==> src/rtl/acumulador_productos_if.sv <==
// Bus between a product accumulator and its environment.
//
// Purpose: bundles the product stream coming from the multiplier, the
// control inputs and the accumulated-result outputs into one interface.
//
// Signals:
//   resultado  signed product from the multiplier (2*NUM_BITS bits)
//   Fin        multiplier done level; each rising edge brings one new product
//   clear      synchronous abort/clear of the current block
//   tomado     consumer acknowledge of the delivered sum
//   suma       signed block sum (ACC_BITS bits), held between deliveries
//   valido     suma holds an unacknowledged result
//   n_prod     number of products accumulated in the current block
//   saturado   saturation occurred in the delivered block
//   perdido    a product was dropped while valido was high
//
// Modports: master = environment (drives products/controls),
//           slave  = accumulator (drives results).
//
// Handshake: a product is taken on the clock edge where Fin is seen rising.
// A result is offered while valido=1 and is consumed on the clock edge where
// tomado=1 and valido=1; suma is stable for as long as valido stays high.
interface acumulador_productos_if #(
  parameter int NUM_BITS = 4,
  parameter int GUARD    = 1
);
  localparam int ACC_BITS = 2*NUM_BITS + GUARD;

  logic [2*NUM_BITS-1:0] resultado;
  logic                  Fin;
  logic                  clear;
  logic                  tomado;
  logic [ACC_BITS-1:0]   suma;
  logic                  valido;
  logic [7:0]            n_prod;
  logic                  saturado;
  logic                  perdido;

  modport master (
    output resultado, Fin, clear, tomado,
    input  suma, valido, n_prod, saturado, perdido
  );

  modport slave (
    input  resultado, Fin, clear, tomado,
    output suma, valido, n_prod, saturado, perdido
  );
endinterface

==> src/rtl/acumulador_productos.sv <==
// Saturating accumulator of blocks of NUM_PROD signed products.
//
// Purpose: each rising edge of Fin adds the current product to a saturating
// accumulator. When NUM_PROD products have been added, the block sum is
// delivered on suma/valido and held until acknowledged with tomado.
//
// Ports:
//   clk       system clock, rising-edge
//   rst_n     asynchronous active-low reset
//   bus       acumulador_productos_if.slave (products, controls, results)
//   estado_o  debug view of the FSM state (0 REPOSO, 1 ACUMULANDO, 2 ENTREGA)
module acumulador_productos #(
  parameter int NUM_BITS = 4,
  parameter int NUM_PROD = 4,
  parameter int GUARD    = 1
) (
  input  logic                  clk,
  input  logic                  rst_n,
  acumulador_productos_if.slave bus,
  output logic [1:0]            estado_o
);

  localparam int PB       = 2*NUM_BITS;
  localparam int ACC_BITS = PB + GUARD;
  localparam logic [ACC_BITS-1:0] ACC_MAX = {1'b0, {(ACC_BITS-1){1'b1}}};
  localparam logic [ACC_BITS-1:0] ACC_MIN = {1'b1, {(ACC_BITS-1){1'b0}}};
  localparam logic [7:0]          LAST_N  = 8'(NUM_PROD);

  typedef enum logic [1:0] {
    REPOSO     = 2'd0,
    ACUMULANDO = 2'd1,
    ENTREGA    = 2'd2
  } estado_t;

  estado_t             estado_q, estado_d;
  logic [ACC_BITS-1:0] acc_q, acc_d;
  logic [ACC_BITS-1:0] suma_q, suma_d;
  logic                valido_q, valido_d;
  logic [7:0]          n_prod_q, n_prod_d;
  logic                saturado_q, saturado_d;
  logic                perdido_q, perdido_d;
  logic                blk_sat_q, blk_sat_d;
  logic                fin_q;
  // arm_q stays low for the first edge after reset so a Fin level that was
  // already high when reset released is not mistaken for a new product.
  logic                arm_q;

  logic                evento;
  logic [ACC_BITS:0]   prod_ext;
  logic [ACC_BITS:0]   acc_ext;
  logic [ACC_BITS:0]   sum_wide;
  logic                ovf;
  logic [ACC_BITS-1:0] sum_sat;
  logic [7:0]          n_inc;

  assign evento = bus.Fin & ~fin_q & arm_q;

  // One extra bit of headroom: overflow shows up as the top two bits differing.
  assign prod_ext = {{(ACC_BITS+1-PB){bus.resultado[PB-1]}}, bus.resultado};
  assign acc_ext  = {acc_q[ACC_BITS-1], acc_q};
  assign sum_wide = acc_ext + prod_ext;
  assign ovf      = sum_wide[ACC_BITS] ^ sum_wide[ACC_BITS-1];
  assign sum_sat  = ovf ? (sum_wide[ACC_BITS] ? ACC_MIN : ACC_MAX)
                        : sum_wide[ACC_BITS-1:0];
  assign n_inc    = n_prod_q + 8'd1;

  always_comb begin
    estado_d   = estado_q;
    acc_d      = acc_q;
    suma_d     = suma_q;
    valido_d   = valido_q;
    n_prod_d   = n_prod_q;
    saturado_d = saturado_q;
    perdido_d  = perdido_q;
    blk_sat_d  = blk_sat_q;

    if (bus.clear) begin
      // Abort wins over everything; an event in this cycle is silently lost.
      estado_d   = REPOSO;
      acc_d      = '0;
      valido_d   = 1'b0;
      n_prod_d   = '0;
      saturado_d = 1'b0;
      perdido_d  = 1'b0;
      blk_sat_d  = 1'b0;
    end else begin
      unique case (estado_q)
        REPOSO, ACUMULANDO: begin
          if (evento) begin
            if (n_inc == LAST_N) begin
              // Final product: deliver the sum on this same edge.
              suma_d     = sum_sat;
              valido_d   = 1'b1;
              saturado_d = blk_sat_q | ovf;
              acc_d      = '0;
              n_prod_d   = '0;
              blk_sat_d  = 1'b0;
              estado_d   = ENTREGA;
            end else begin
              acc_d     = sum_sat;
              n_prod_d  = n_inc;
              blk_sat_d = blk_sat_q | ovf;
              estado_d  = ACUMULANDO;
            end
          end
        end
        ENTREGA: begin
          // acc is zero here, so sum_sat is just the incoming product.
          if (evento && bus.tomado) begin
            valido_d  = 1'b0;
            acc_d     = sum_sat;
            n_prod_d  = 8'd1;
            blk_sat_d = ovf;
            estado_d  = ACUMULANDO;
          end else if (evento) begin
            perdido_d = 1'b1;
          end else if (bus.tomado) begin
            valido_d = 1'b0;
            estado_d = REPOSO;
          end
        end
        default: estado_d = REPOSO;
      endcase
    end
  end

  always_ff @(posedge clk or negedge rst_n) begin
    if (!rst_n) begin
      estado_q   <= REPOSO;
      acc_q      <= '0;
      suma_q     <= '0;
      valido_q   <= 1'b0;
      n_prod_q   <= '0;
      saturado_q <= 1'b0;
      perdido_q  <= 1'b0;
      blk_sat_q  <= 1'b0;
      fin_q      <= 1'b0;
      arm_q      <= 1'b0;
    end else begin
      estado_q   <= estado_d;
      acc_q      <= acc_d;
      suma_q     <= suma_d;
      valido_q   <= valido_d;
      n_prod_q   <= n_prod_d;
      saturado_q <= saturado_d;
      perdido_q  <= perdido_d;
      blk_sat_q  <= blk_sat_d;
      fin_q      <= bus.Fin;
      arm_q      <= 1'b1;
    end
  end

  assign bus.suma     = suma_q;
  assign bus.valido   = valido_q;
  assign bus.n_prod   = n_prod_q;
  assign bus.saturado = saturado_q;
  assign bus.perdido  = perdido_q;
  assign estado_o     = estado_q;

endmodule
==> src/flat_wrapper.sv <==
// flat-port wrapper written by rule: the top's interface ports become plain ports
module acumulador_productos_flat 
#(
  parameter int NUM_BITS = 4,
  parameter int NUM_PROD = 4,
  parameter int GUARD    = 1
)
  (clk, rst_n, estado_o, bus_resultado, bus_Fin, bus_clear, bus_tomado, bus_suma, bus_valido, bus_n_prod, bus_saturado, bus_perdido);
  acumulador_productos_if #(.NUM_BITS(NUM_BITS), .GUARD(GUARD)) bus_i ();
  input  logic clk;
  input  logic rst_n;
  output logic [1:0] estado_o;
  input wire logic [$bits(bus_i.resultado)-1:0] bus_resultado;
  input wire logic [$bits(bus_i.Fin)-1:0] bus_Fin;
  input wire logic [$bits(bus_i.clear)-1:0] bus_clear;
  input wire logic [$bits(bus_i.tomado)-1:0] bus_tomado;
  output wire logic [$bits(bus_i.suma)-1:0] bus_suma;
  output wire logic [$bits(bus_i.valido)-1:0] bus_valido;
  output wire logic [$bits(bus_i.n_prod)-1:0] bus_n_prod;
  output wire logic [$bits(bus_i.saturado)-1:0] bus_saturado;
  output wire logic [$bits(bus_i.perdido)-1:0] bus_perdido;
  assign bus_i.resultado = bus_resultado;
  assign bus_i.Fin = bus_Fin;
  assign bus_i.clear = bus_clear;
  assign bus_i.tomado = bus_tomado;
  assign bus_suma = bus_i.suma;
  assign bus_valido = bus_i.valido;
  assign bus_n_prod = bus_i.n_prod;
  assign bus_saturado = bus_i.saturado;
  assign bus_perdido = bus_i.perdido;
  acumulador_productos #(.NUM_BITS(NUM_BITS), .NUM_PROD(NUM_PROD), .GUARD(GUARD)) u_core (.clk(clk), .rst_n(rst_n), .bus(bus_i), .estado_o(estado_o));
endmodule
==> config.mk <==
export PLATFORM = sky130hd
export DESIGN_NAME = acumulador_productos_flat
export DESIGN_NICKNAME = d
export VERILOG_FILES = /design/src/rtl/acumulador_productos_if.sv /design/src/rtl/acumulador_productos.sv /design/src/flat_wrapper.sv
export SDC_FILE = /design/constraint.sdc
export NUM_CORES = 1
export LEC_CHECK = 0
export ABC_CLOCK_PERIOD_IN_PS = 2600
export CORE_MARGIN = 2
export CORE_UTILIZATION = 40
export CTS_BUF_LIST = sky130_fd_sc_hd__clkbuf_4 sky130_fd_sc_hd__clkbuf_8 sky130_fd_sc_hd__clkbuf_16
export CTS_CLUSTER_DIAMETER = 50
export CTS_CLUSTER_SIZE = 28
export DETAILED_ROUTE_END_ITERATION = 8
export PLACE_DENSITY = 0.65
export SLEW_MARGIN = 20
export SYNTH_ARGS = -nofsm -noshare
export SYNTH_HDL_FRONTEND = slang
export SYNTH_SLANG_ARGS = --single-unit
==> constraint.sdc <==
create_clock -name clk -period 2.6 [get_ports clk]
set_input_delay 0.52 -clock clk [delete_from_list [all_inputs] [get_ports clk]]
set_output_delay 0.52 -clock clk [all_outputs]
set_load 0.02 [all_outputs]
==> qor.yml <==
status: "completed"
path_cells: "clkdlybuf4s50_1 -> ha_2 -> inv_2 -> fa_2 -> nor2b_4 -> o31a_4 -> o211a_4 -> nor4b_4 -> buf_4 -> nor3_1 -> buf_4 -> o22ai_1"
post_synth_inst_count: 212
syn_to_final_growth_pct: 39.7
p_total_w: 0.00118
detail_route.vias_per_cell: 5.14
antenna_found_initial: 0
numCtsBuffers: 5
grt_max_degree: 35
hold_violations: 0
max_cap_viol_count: 0
finalWorstSetupSlack_ns: 0.0487
synth_warnings: 0
min_from: "u_core.bus.suma[3]"
syn_nets: 236
grt_pass1_vias: 1732
ir_worst_vdd_mv: 0.365
whs_ns: 0.485
gp_congestion: 0.841
rr_startpoint: "u_core.acc_q[0]"
cts_hold_buf: 0
finalClockSkew_ns: 0.0101
synth_area_per_cell_um2: 9.50
clk_latency_ns: 0.29
fin_nets: 303
syn_area_mm2: 0.00201
ys_ff_latch: 34
htreeDepth: 2
ant_nets: 0
crit_family: "buffers and inverters"
critical-path-slowest-cell: "clkdlybuf4s50_1"
worstPathRequired_ns: 2.80
vias: 1774
worst_setup_path_end_kind: "register"
path_buf_inv: 4
p_leak_nw: 1.25
start_util_pct: 42.1
power_density_mw_per_mm2: 418
hp-class: "register to register"
clkTransAtPathRegs_ns: 0.07
place_area_mm2: 0.00265
yosysUniqueCellTypes: 44
final_max_slew_viol_count: 0
core_area_mm2: 0.00479
die_w_um: 74.9
dr.first_iter.drc_count: 60
seq_area_frac_synth_pct: 42.3
cp_max_fo: 5
dieArea_mm2: 0.00562
fin_crit_sh_pct: 98.1
dp_hpwl_mm: 3.43
grt_pass1_wl_mm: 7.78
worst-setup-path-type: "input pin to register"
final_layout_size_suffix_gt1_share_pct: 23.0
worstPathArrival_ns: 2.75
setup_viol: 0
startpoint: "bus_resultado[0]"
ios: 35
grt_usage_pct: 18.3
port-buffer-count: 34
crit_top_cell: "buf_4"
drtPass1Iterations: 4
num_antenna_cells: 0
utilization_pct: 58.7
cts_sinks: 34
dp_slack_ns: -0.361
fmax_mhz: 392
design_area_mm2: 0.00281
gr-total-overflow: 0
clock_path_buffers: 2
num_rows: 25
cp-start-kind: "input pin"
drcViolationCount: 0
clockRootBuffer: "clkbuf_8"
tritoncts: "yes"
slowest_delay_ns: 0.41
fin_crit_ns: 2.55
dieHeight_um: 74.9
routedWlPerCell_um: 13.3
drt-total-wl_mm: 4.58
-- metal layers --
layer / part of all wire [%] / routed length, um / track usage, %
met5: 0 / 0 / 0
met3: 3.0 / 137 / 4.02
met2: 45 / 2080 / 29.3
met1: 51 / 2320 / 24.9
met4: 1.2 / 54 / 5.36
-- kinds of logic (layout without fill, tap and decap cells) --
family | count (synthesis) | in the layout | share of synthesized area [%]
buffers and inverters | 15 | 81 | 2.98
DFF | 34 | 34 | 42.3
AOI/OAI and AO/OA | 65 | 65 | 22.9
other | 1 | 1 | 0.186
and+or+nand+nor | 78 | 78 | 20.3
xor gates and xnor gates | 8 | 8 | 4.16
adders and majority gates | 11 | 11 | 7.21
-- repair_timing --
item,CTS,global route
gates cloned,0,0
buffers inserted,1,0
setup endpoints to repair,13,18
pin swaps,4,6
gates resized for setup,7,10
-- placed cells by master (no fill, tap or decap), drive strengths merged, types with 2 or more instances in the layout --
cell type and count:
a211oi 2, a21oi 11, a22o 2, a22oi 2, and3 2, buf 33
clkbuf 6, clkdlybuf4s50 34, dfrtp 34, ha 10, inv 8, nand2 21
nand2b 4, nand3 11, nor2 19, nor2b 5, nor3 6, o211ai 6
o21a 2, o21ai 16, o22ai 4, o31ai 12, or2 2, or3 5
xnor2 4, xor2 3
-- synth_stat cells, drive strengths merged --
cell type | count | area [um2]
buf | 3 | 15.0
o21ai | 16 | 80.1
nand2b | 4 | 25.0
inv | 8 | 30.0
and3 | 2 | 12.5
nor2 | 19 | 71.3
o21bai | 1 | 7.51
a221o | 1 | 10.0
or2 | 2 | 12.5
or3 | 5 | 31.3
a22o | 2 | 17.5
nand3b | 1 | 20.0
a21o | 1 | 7.51
nor3b | 1 | 7.51
a31oi | 1 | 6.26
dfrtp | 34 | 851
o21a | 2 | 15.0
xnor3 | 1 | 22.5
nand2 | 21 | 81.3
xor2 | 3 | 26.3
a21oi | 11 | 62.6
o211a | 1 | 17.5
o211ai | 6 | 45.0
a221oi | 1 | 15.0
fa | 1 | 20.0
o31ai | 12 | 95.1
xnor2 | 4 | 35.0
a22oi | 2 | 15.0
ha | 10 | 125
o22ai | 4 | 25.0
nand3 | 11 | 55.1
nor4b | 1 | 23.8
a211oi | 2 | 15.0
nor2b | 5 | 38.8
clkbuf | 4 | 15.0
a32oi | 1 | 8.76
conb | 1 | 3.75
nor3 | 6 | 30.0
o31a | 1 | 17.5
-- metrics by stage --
stage / TNS [ns] / cells
after floorplan: 0 / 212
after global placement: -5.38 / 338
after detailed placement: -5.64 / 338
after CTS: 0 / 345
after global routing: -0.000164 / 345
final: 0 / 345
-- registers in the layout, indices dropped and copies added (netlist names) --
register             cells
u_core.acc_q             9
u_core.bus.n_prod        8
u_core.fin_q             1
u_core.bus.valido        1
u_core.bus.suma          9
u_core.bus.perdido       1
u_core.arm_q             1
u_core.estado_o          2
u_core.blk_sat_q         1
u_core.bus.saturado      1
-- cell type report --
type | count | area (um2)
Sequential cell | 34 | 851
Multi-Input combinational cell | 163 | 1180
Fill cell | 421 | 1970
Tap cell | 67 | 83.8
Timing Repair Buffer | 67 | 588
Clock buffer | 6 | 82.6
Inverter | 8 | 30.0
-- tightest hold or removal path: stages, from the launching register on --
cell     delay, ns
dfrtp_1       0.35
nand2_1       0.05
o31ai_1       0.05
-- worst paths after layout --
check,to,slack (ns),cells after the start
worst max-delay path,u_core.bus.suma[7],0.05,12
worst min-delay path,u_core.bus.suma[3],0.49,2
worst max register to register,u_core.bus.suma[7],0.30,11
worst min register to register,u_core.bus.suma[3],0.49,2
max in group asynchronous,u_core.acc_q[8],1.65,2
min in group asynchronous,u_core.bus.n_prod[4],0.63,2
-- power breakdown --
| part | switching, W | total, W | internal (W) |
|---|---|---|---|
| Clock | 0.000187 | 0.000391 | 0.000204 |
| Combinational | 0.000120 | 0.000235 | 0.000115 |
| Sequential | 0.00000878 | 0.000549 | 0.000540 |
(Power assumes the default switching activity.)
